**config.mk**
```make
export PLATFORM = sky130hd
export DESIGN_NAME = fetch_unit
export DESIGN_NICKNAME = d
export VERILOG_FILES = /design/src/rtl/fetch_unit.sv
export SDC_FILE = /design/constraint.sdc
export NUM_CORES = 1
export LEC_CHECK = 0
export CORE_UTILIZATION = 35
export CTS_BUF_LIST = sky130_fd_sc_hd__clkbuf_8
export DETAILED_ROUTE_END_ITERATION = 12
export GPL_TIMING_DRIVEN = 1
export PLACE_DENSITY = 0.91
export SETUP_SLACK_MARGIN = 0.5
export SKIP_CTS_REPAIR_TIMING = 1
export SLEW_MARGIN = 40
export SYNTH_ARGS = -nofsm -noshare
export SYNTH_HDL_FRONTEND = slang
export SYNTH_SLANG_ARGS = --single-unit
```
**constraint.sdc**
```tcl
create_clock -name clk -period 2.4 [get_ports clk]
set_input_delay 0.48 -clock clk [delete_from_list [all_inputs] [get_ports clk]]
set_output_delay 0.48 -clock clk [all_outputs]
set_load 0.005 [all_outputs]
```
**src/rtl/fetch_unit.sv**
```systemverilog
// fetch_unit -- instruction fetch sequencer.
// Reads one 32-bit instruction word from instruction memory at the
// current PC and hands it to decode. While decode holds the word, the
// unit waits, and it redirects the PC when a branch is presented.
// The external PC register is driven through load (pc_ld/pc_in) and
// post-increment (pc_post_count/pc_count) controls.
//
// Optional feature: define FETCH_TIMEOUT_EN to add a 4-bit memory-wait
// counter. After 16 consecutive stalled fetch cycles the unit enters a
// sticky ERROR state that is reported on fetch_err. Only reset clears
// ERROR. In the default build a fetch waits for memory indefinitely.
module fetch_unit (
  input  logic        clk,
  input  logic        rst,            // asynchronous, active low
  input  logic [31:0] pc_value,
  output logic        pc_ld,
  output logic [31:0] pc_in,
  output logic        pc_post_count,
  output logic [7:0]  pc_count,
  output logic        mem_rd,
  output logic [31:0] mem_addr,
  input  logic [31:0] mem_rdata,
  input  logic        mem_ready,
  output logic        ir_valid,
  output logic [31:0] ir_data,
  input  logic        ir_ready,
  input  logic        branch_valid,
  input  logic [31:0] branch_target,
  output logic        branch_ack
`ifdef FETCH_TIMEOUT_EN
  ,
  output logic        fetch_err
`endif
);

`ifdef FETCH_TIMEOUT_EN
  typedef enum logic [1:0] {ST_FETCH, ST_HOLD, ST_BRANCH, ST_ERROR} state_e;
`else
  typedef enum logic [1:0] {ST_FETCH, ST_HOLD, ST_BRANCH} state_e;
`endif

  state_e      r_state;
  logic        r_ir_valid;
  logic [31:0] r_ir_data;
  logic        r_pc_ld;
  logic [31:0] r_pc_in;
  logic        r_branch_ack;
  logic        w_fetching;

`ifdef FETCH_TIMEOUT_EN
  logic [3:0]  r_wait_cnt;
  logic        r_fetch_err;
`endif

  // NOTE: rst is folded into the combinational fetch qualifier. This forces
  // mem_rd and pc_post_count low while reset is held. The reset state is
  // FETCH, so without this term those outputs would still respond to
  // mem_ready during reset.
  assign w_fetching    = (r_state == ST_FETCH) && rst;

  assign mem_rd        = w_fetching;
  assign mem_addr      = pc_value;
  assign pc_post_count = w_fetching && mem_ready && !branch_valid;
  assign pc_count      = 8'd1;
  assign pc_ld         = r_pc_ld;
  assign pc_in         = r_pc_in;
  assign branch_ack    = r_branch_ack;
  assign ir_valid      = r_ir_valid;
  assign ir_data       = r_ir_data;
`ifdef FETCH_TIMEOUT_EN
  assign fetch_err     = r_fetch_err;
`endif

  // Main sequencer: state transitions and the registered handshake outputs.
  // NOTE: every sequential assignment is non-blocking. All flops then sample
  // the values from before the edge, whatever order the statements are in.
  always_ff @(posedge clk or negedge rst) begin
    if (!rst) begin
      r_state      <= ST_FETCH;
      r_ir_valid   <= 1'b0;
      r_ir_data    <= 32'd0;
      r_pc_ld      <= 1'b0;
      r_pc_in      <= 32'd0;
      r_branch_ack <= 1'b0;
`ifdef FETCH_TIMEOUT_EN
      r_fetch_err  <= 1'b0;
`endif
    end else begin
      r_pc_ld      <= 1'b0;
      r_branch_ack <= 1'b0;
      case (r_state)
        ST_FETCH: begin
          if (mem_ready) begin
            if (branch_valid) begin
              // Returned word lies on the wrong path: drop it and redirect.
              r_state      <= ST_BRANCH;
              r_pc_ld      <= 1'b1;
              r_branch_ack <= 1'b1;
              r_pc_in      <= branch_target;
            end else begin
              r_state      <= ST_HOLD;
              r_ir_valid   <= 1'b1;
              r_ir_data    <= mem_rdata;
            end
          end
`ifdef FETCH_TIMEOUT_EN
          else if (r_wait_cnt == 4'hF) begin
            r_state     <= ST_ERROR;
            r_fetch_err <= 1'b1;
          end
`endif
        end
        ST_HOLD: begin
          if (branch_valid) begin
            // The held word is consumed or dropped on this same edge.
            r_state      <= ST_BRANCH;
            r_ir_valid   <= 1'b0;
            r_pc_ld      <= 1'b1;
            r_branch_ack <= 1'b1;
            r_pc_in      <= branch_target;
          end else if (ir_ready) begin
            r_state      <= ST_FETCH;
            r_ir_valid   <= 1'b0;
          end
        end
        ST_BRANCH: begin
          r_state <= ST_FETCH;
        end
`ifdef FETCH_TIMEOUT_EN
        ST_ERROR: begin
          r_state <= ST_ERROR;
        end
`endif
        default: begin
          r_state <= ST_FETCH;
        end
      endcase
    end
  end

`ifdef FETCH_TIMEOUT_EN
  // Wait counter: cleared outside FETCH (so it is zero on entry), and
  // incremented on each FETCH cycle where memory has not answered.
  always_ff @(posedge clk or negedge rst) begin
    if (!rst) begin
      r_wait_cnt <= 4'd0;
    end else if (r_state != ST_FETCH) begin
      r_wait_cnt <= 4'd0;
    end else if (!mem_ready) begin
      r_wait_cnt <= r_wait_cnt + 4'd1;
    end
  end
`endif

endmodule

```
* Word-level counts from Yosys, hierarchy flattened
Index checks and enable logic that the tools add are counted.
Cells by class: add/sub/neg operators 0, $mul 0, div/mod/pow operators 0, order comparisons 0, equality and inequality tests 4, shift operators 0, muxes and demuxes 16, bitwise operators 1, reductions and logical operators 10
Operator list (number):
- 32-bit 2-to-1 mux | 2
- 32-bit one-hot mux with 2 select lines | 1
- 2-bit 2-to-1 mux | 4
- 1-bit 2-to-1 mux | 6
- 2-bit != test, second input constant | 2
- 1-bit one-hot mux with 2 select lines | 2
- 2-bit one-hot mux with 2 select lines | 1
- 2-bit AND reduction | 2
- 4-bit AND reduction | 1
- 1-bit logical AND | 3
- 3-bit != test, second input constant | 1
- 3-bit AND reduction | 1
- 2-bit by 1-bit equality test with 1-bit output, second input constant | 1
- 2-bit zero test | 1
- 2-bit nonzero test | 1
- 1-bit zero test | 1
- 1-bit inverter | 1
Storage, ports and cells: register bits 68, bits in latches 0, memory bits (writable) 0, memory bits (read-only) 0, output and inout bits 109, word-level logic and storage cells 36, memories kept 0

* Depth between registers and ports, before layout
word-level depth 4, gate-level depth with buffers 4, gate-level depth less buffers 3

* Least setup slack after synthesis
Ideal clock, no wire load.
path type input to output, start point input branch_valid, end point output pc_post_count, data arrival time 1.280 ns, path slack 0.640 ns, stages on the path 3, path buffers 1, path through nor4b_4 > buf_6 > and2_1
Between the ends: word-level cells in the longest chain between the ends 2
Ends and longest elaborated chain:
- start: declaration | line 27 | input logic branch_valid,
- 1-bit zero test | line 63 | assign pc_post_count = w_fetching && mem_ready && !branch_valid;
- 1-bit logical AND | line 63
- end: declaration | line 18 | output logic pc_post_count,
Every way passes these cells.

* Final worst setup path
start point register r_state[1], end point output pc_post_count
Between the ends: word-level cells in the longest chain between the ends 4
Ends and longest elaborated chain:
- start: declaration | line 42 | state_e r_state;
- start signal: assignment | line 79 | r_state <= ST_FETCH;
- start signal: assignment | line 96 | r_state <= ST_BRANCH;
- start signal: assignment | line 101 | r_state <= ST_HOLD;
- 2-bit zero test | line 59 | assign w_fetching = (r_state == ST_FETCH) && rst;
- 1-bit logical AND | line 59
- 1-bit logical AND (2 in a row) | line 63
Every way passes these cells.

==> results.md <==
- DRC violations left: 0
- Setup tns final: 0 ps
- DRT iter0 DRCs: 16
- Detailed Route WL: 6110 µm
- Die Span Y: 93.1 µm
- Pin count of the biggest net entering global routing: 61
- Critical path class: reg -> out
- Clock sinks: 68
- Biggest area consumer among synthesized cells: dfrtp_1
- Area of the die: 0.00867 mm²
- N_diodes: 0
- Period utilization: 79.8%
- 1st-pass router iterations: 2
- Area Growth Syn to Fin: 50.0%
- Clock power frac: 28.5%
- Nets@finish: 408
- Hold slack: 11.3 ps
- DR vias/cell: 4.56
- Dpl hpwl: 4610 µm
- Status: complete, no violations
- # setup viols final: 0
- Type of origin of the critical path: flip-flop
- WL per Instance: 14.8 µm
- Switch share: 22.9%
- Routability cong.: 0.700
- All-Layer GR Usage: 14.5%
- Cells along the critical path: buf_4 > nor4b_4 > and2_1 > dlymetal6s2s_1
- Root buffer cell: clkbuf_8
- Rows: 32
- Synth Warn #: 0
- Tmin final: 1920 ps
- Area share of the largest cell type after synthesis: 58.6%
- Leakage: 0.00184 µW
- Vias in the first global route: 1996
- Worst slew pin tran: 525 ps
- Skew final: 12.0 ps
- Seq. cell area: 0.00170 mm²
- Share of post-route cells with drive strength above 1: 27.6%
- Total congestion overflow: 0
- Clk_lat worst skew: 330 ps
- Worst-case clock buffer depth: 2
- Top post-synthesis cells by area: dfrtp_1 (59%), mux2_2 (22%), buf_4 (11%)
- Gate power share: 28.1%
- Fin util: 55.2%
- Multi-input logic area: 851 µm²
- # port buffers: 137
- Average cell area after synthesis: 15.1 µm²
- Pwr dens: 810 mW/mm²
- Syn Inst Count: 192
- Final worst setup slack: 484 ps
- Commonest non-fill, non-tap cell in the layout: clkdlybuf4s50_1
- Hold Violations, Final: 0
- Num ports: 210
- VDD IR max: 0.395 mV
- Clock-pin slew on the worst setup and hold paths: 80 ps
- Place WS: 23.6 ps
- Number of distinct library cells after synthesis: 15
- TritonCTS Buffers: 9
- Routed wl met3: 634 µm
- Hold Crit Class: in -> async
- Max-Cap Viols: 0
- RSZ-0062 raised after global routing: yes
- Routed wl met2: 3100 µm
- Slew margin rel.: 65.0%
- Total Power: 3530 µW
- Core box area: 0.00789 mm²
- CTS H-tree depth: 3
- Critical Path Max Stage Delay: 440 ps
- Most frequent cells in the layout: clkdlybuf4s50_1 (132), dfrtp_1 (66), mux2_2 (58)
- Routed vias: 1886
- Sequential share of the synthesized area: 58.6%
- Die width: 93.1 µm
- CP max-delay cell: dfrtp_2
- Global-route wire length before repair: 9550 µm
- CTS tree: yes
- Reg power frac: 43.3%
- Fill count: 669
- Starting Density: 36.8%
- Arr. time, crit path: 1440 ps
- Reg-to-reg slack, setup: 620 ps
- Mapped cell area: 0.00291 mm²
- Pint: 2720 µW
- Highest routed layer: met4
- Antenna violations before repair: 0
- Slew Limit Fails: 0
- M1 wire length: 2270 µm
- Seq cells post-synth: 68
- Worst Setup End Kind: output port
- Final ANT Viol Nets: 0
- Fmax: 0.522 GHz
- Worst endpoint required time: 1920 ps
- Psw: 808 µW
- CP Max Fanout: 6
-- kinds of logic after synthesis --
| group | share of synthesized area, % |
|---|---|
| compound gates | 0.474 |
| buf+inv | 12.9 |
| flops | 58.6 |
| mux | 24.8 |
| other cells | 0.258 |
| simple gates | 2.97 |
-- worst max-delay path, delay by kind of cell (launching register included) --
family / cells / cell delay, ps
flip-flops: 1 / 440
AND/OR/NAND/NOR: 2 / 410
buffers and inverters: 2 / 260
-- power groups by stage --
stage | clock [µW] | combinational, µW | sequential [µW]
detailed placement | 0 | 998 | 1550
CTS | 1040 | 1000 | 1540
finish | 1010 | 993 | 1530
global route | 1090 | 1070 | 1560
floorplan | 0 | 335 | 1560
global placement | 0 | 970 | 1530
-- layout make-up --
type	count	area share, %
sequential	68	39.1
timing repair buffer	145	33.4
multi-input combinational	83	19.5
clock buffer	10	3.16
tap	102	2.93
clock inverter	6	1.84
-- sequential cells by signal (all words and copies together), names as in the netlist --
signal      count
branch_ack      1
ir_data        32
ir_valid        1
pc_in          32
r_state         2
-- synth_stat cells (all sizes together) --
library cell,instances
dfrtp,68
mux2,64
buf,47
nor3b,3
conb,2
nand2b,2
nor2,2
a2111oi,1
and2,1
nor4b,1
o21ai,1
-- metal layers --
layer  track usage (%)  vias up
li1                  -      836
met1              15.5      931
met2              24.4      105
met3              6.26       14
met4              7.56        0
met5                 0        -
-- stage by stage --
stage,instance area (µm²),instances
global placement,4090,394
detailed placement,4090,394
floorplan,2930,198
CTS,4310,410
global route,4360,414
finish,4360,414
-- final timing paths --
| kind | endpoint | cells past startpoint | startpoint |
|---|---|---|---|
| setup / recovery | pc_post_count | 4 | r_state[1] |
| hold / removal | ir_data[4] | 1 | rst |
| setup reg to reg | ir_data[24] | 5 | r_state[1] |
| hold reg to reg | pc_in[21] | 1 | pc_in[21] |
| max in group asynchronous | ir_data[23] | 2 | rst |
| min in group clk | pc_in[21] | 1 | pc_in[21] |
(Power assumes the default switching activity.)
==> variant, RTL diff (same settings) <==
Add a define of `FETCH_TIMEOUT_EN`.
--- a/src/rtl/fetch_unit.sv
+++ b/src/rtl/fetch_unit.sv
@@ -11,2 +11,4 @@
 // ERROR. In the default build a fetch waits for memory indefinitely.
+`define FETCH_TIMEOUT_EN
+
 module fetch_unit (
Check against the original RTL (old outputs only; new: fetch_err): no difference found for any inputs over 4 cycles, from zero or initial values and one cycle with rst low; that may be too few to reach the edited logic, so the function may still have changed.
==> variant against the original RTL <==
  * Critical path depth stayed put
  * Area after synthesis is 14% higher
  * Die area is 14% higher
  * Design area is 8.8% higher
  * Synthesized cell count is 14% higher
  * Routed wire length is 21% higher
  * Sequential cell count is 5 higher
  * Worst setup slack worse by 64 ps
  * Worst hold slack better by 330 ps
  * First-iteration DRC count is 110% higher
  * Largest cell class unchanged
  * Count of clock-buffer cells in the layout stayed put
Power is not compared: it rests on default switching activity, and its combinational part moved more than twofold at a synthesized area within 25%.
==> variant: results (changes against the original RTL) <==
The placement-stage worst setup slack came out at -207 ps (was 23.6 ps). The total routing usage reported by global routing came out at 14.9% (was 14.5%). The worst slew margin relative to its limit is 57.1% (was 65.0%). The number of vias per cell came to 4.53 (was 4.56). The violation count after the first detailed-route iteration was 34 (was 16).

Synth top cells by count: sky130_fd_sc_hd__dfrtp_1 (73), sky130_fd_sc_hd__buf_4 (41), sky130_fd_sc_hd__mux2_2 (33) (was sky130_fd_sc_hd__dfrtp_1 (68), sky130_fd_sc_hd__mux2_2 (58), sky130_fd_sc_hd__buf_4 (41)). The sequential share of the synthesized area is 55.0% (was 58.6%). The met3 routed wirelength came out at 320 um (was 634 um). Top area cells in the synthesized netlist: sky130_fd_sc_hd__dfrtp_1 (55%), sky130_fd_sc_hd__mux2_4 (13%), sky130_fd_sc_hd__mux2_2 (11%) (was sky130_fd_sc_hd__dfrtp_1 (59%), sky130_fd_sc_hd__mux2_2 (22%), sky130_fd_sc_hd__buf_4 (11%)). The number of global-route vias before repair came out at 2,225 (was 1,996). Status: finished, final reports clean (unchanged). The largest fanout of any net on the critical path is 3 (was 6). The share of layout cells above drive strength 1 came out at 27.9% (was 27.6%). The slowest cell on the critical path was sky130_fd_sc_hd__or3b_4 (was sky130_fd_sc_hd__dfrtp_2). The final-stage net count came out at 437 (was 408). The top cell family by delay on the critical path is simple AND/OR/NAND/NOR gates (was flip-flops). The average cell area after synthesis came out at 15.2 um^2 (was 15.1 um^2).

The met1 routed wirelength after detailed routing is 2910 um (was 2270 um). The worst hold slack across all endpoints is 338 ps (was 11.3 ps). The global-route met3 utilization is 4.15% (was 6.26%). The data arrival time of the worst path came out at 1500 ps (was 1440 ps). The global-route met2 utilization is 27.3% (was 24.4%). The unique cell type count in the Yosys netlist is 29 (was 15). The first-pass iteration count of the detailed router is 4 (was 2).

The number of cells in the design after placement came out at 431 (was 394). The pin count of the biggest net entering global routing came out at 72 (was 61). The endpoint of the worst-slack reg-to-reg timing path is ir_data[27] (was ir_data[24]).

The slack of the worst reg-to-reg path came out at 480 ps (was 620 ps). The count of cells along the worst register-to-register path is 4 (was 5). The met1 usage is 16.6% (was 15.5%).
## variant: cells by family (layout without fill, tap and decap cells)
logic type,Yosys count,after routing,synth area share (%)
flip-flops,73,73,55.0
XOR/XNOR,3,3,0.791
adder cells (fa/ha/maj),1,1,0.377
buffers and inverters,50,165,12.7
multiplexers,65,65,25.3
other,2,8,0.226
AO/OA/AOI/OAI,5,5,0.980
AND/OR/NAND/NOR,20,20,4.67
## variant: area by class of cell
class	instances	area, um^2	area share (%)
Clock buffer	10	138	2.90
Clock inverter	6	41.3	0.871
Multi-Input combinational cell	102	1100	23.2
Sequential cell	73	1830	38.5
Tap cell	111	139	2.93
Timing Repair Buffer	149	1500	31.5
## variant: metrics by stage
| stage | util (%) | TNS (ps) |
|---|---|---|
| after floorplan | - | 0 |
| after global placement | 49.0 | -966 |
| after detailed placement | 49.0 | -1670 |
| after CTS | 51.0 | -207 |
| after global routing | 51.6 | 0 |
| final | 51.6 | 0 |
## variant: worst max path at each step
stage | start | endpoint | slack [ps] | depth (start not counted)
finish | r_state[1] | pc_post_count | 420 | 4
global route | r_state[1] | pc_post_count | 340 | 4
CTS | mem_ready | pc_post_count | -210 | 5
detailed placement | mem_ready | pc_post_count | -210 | 5
global placement | mem_ready | pc_post_count | -210 | 5
floorplan | mem_ready | pc_post_count | 460 | 5
## variant: power by group through the flow
stage | Sequential, W | Combinational [W] | Clock, W
finish | 0.00216 | 0.00251 | 0.000871
global route | 0.00223 | 0.00267 | 0.000958
CTS | 0.00217 | 0.00251 | 0.000895
detailed placement | 0.00218 | 0.00250 | 0
global placement | 0.00214 | 0.00242 | 0
floorplan | 0.00220 | 0.00105 | 0
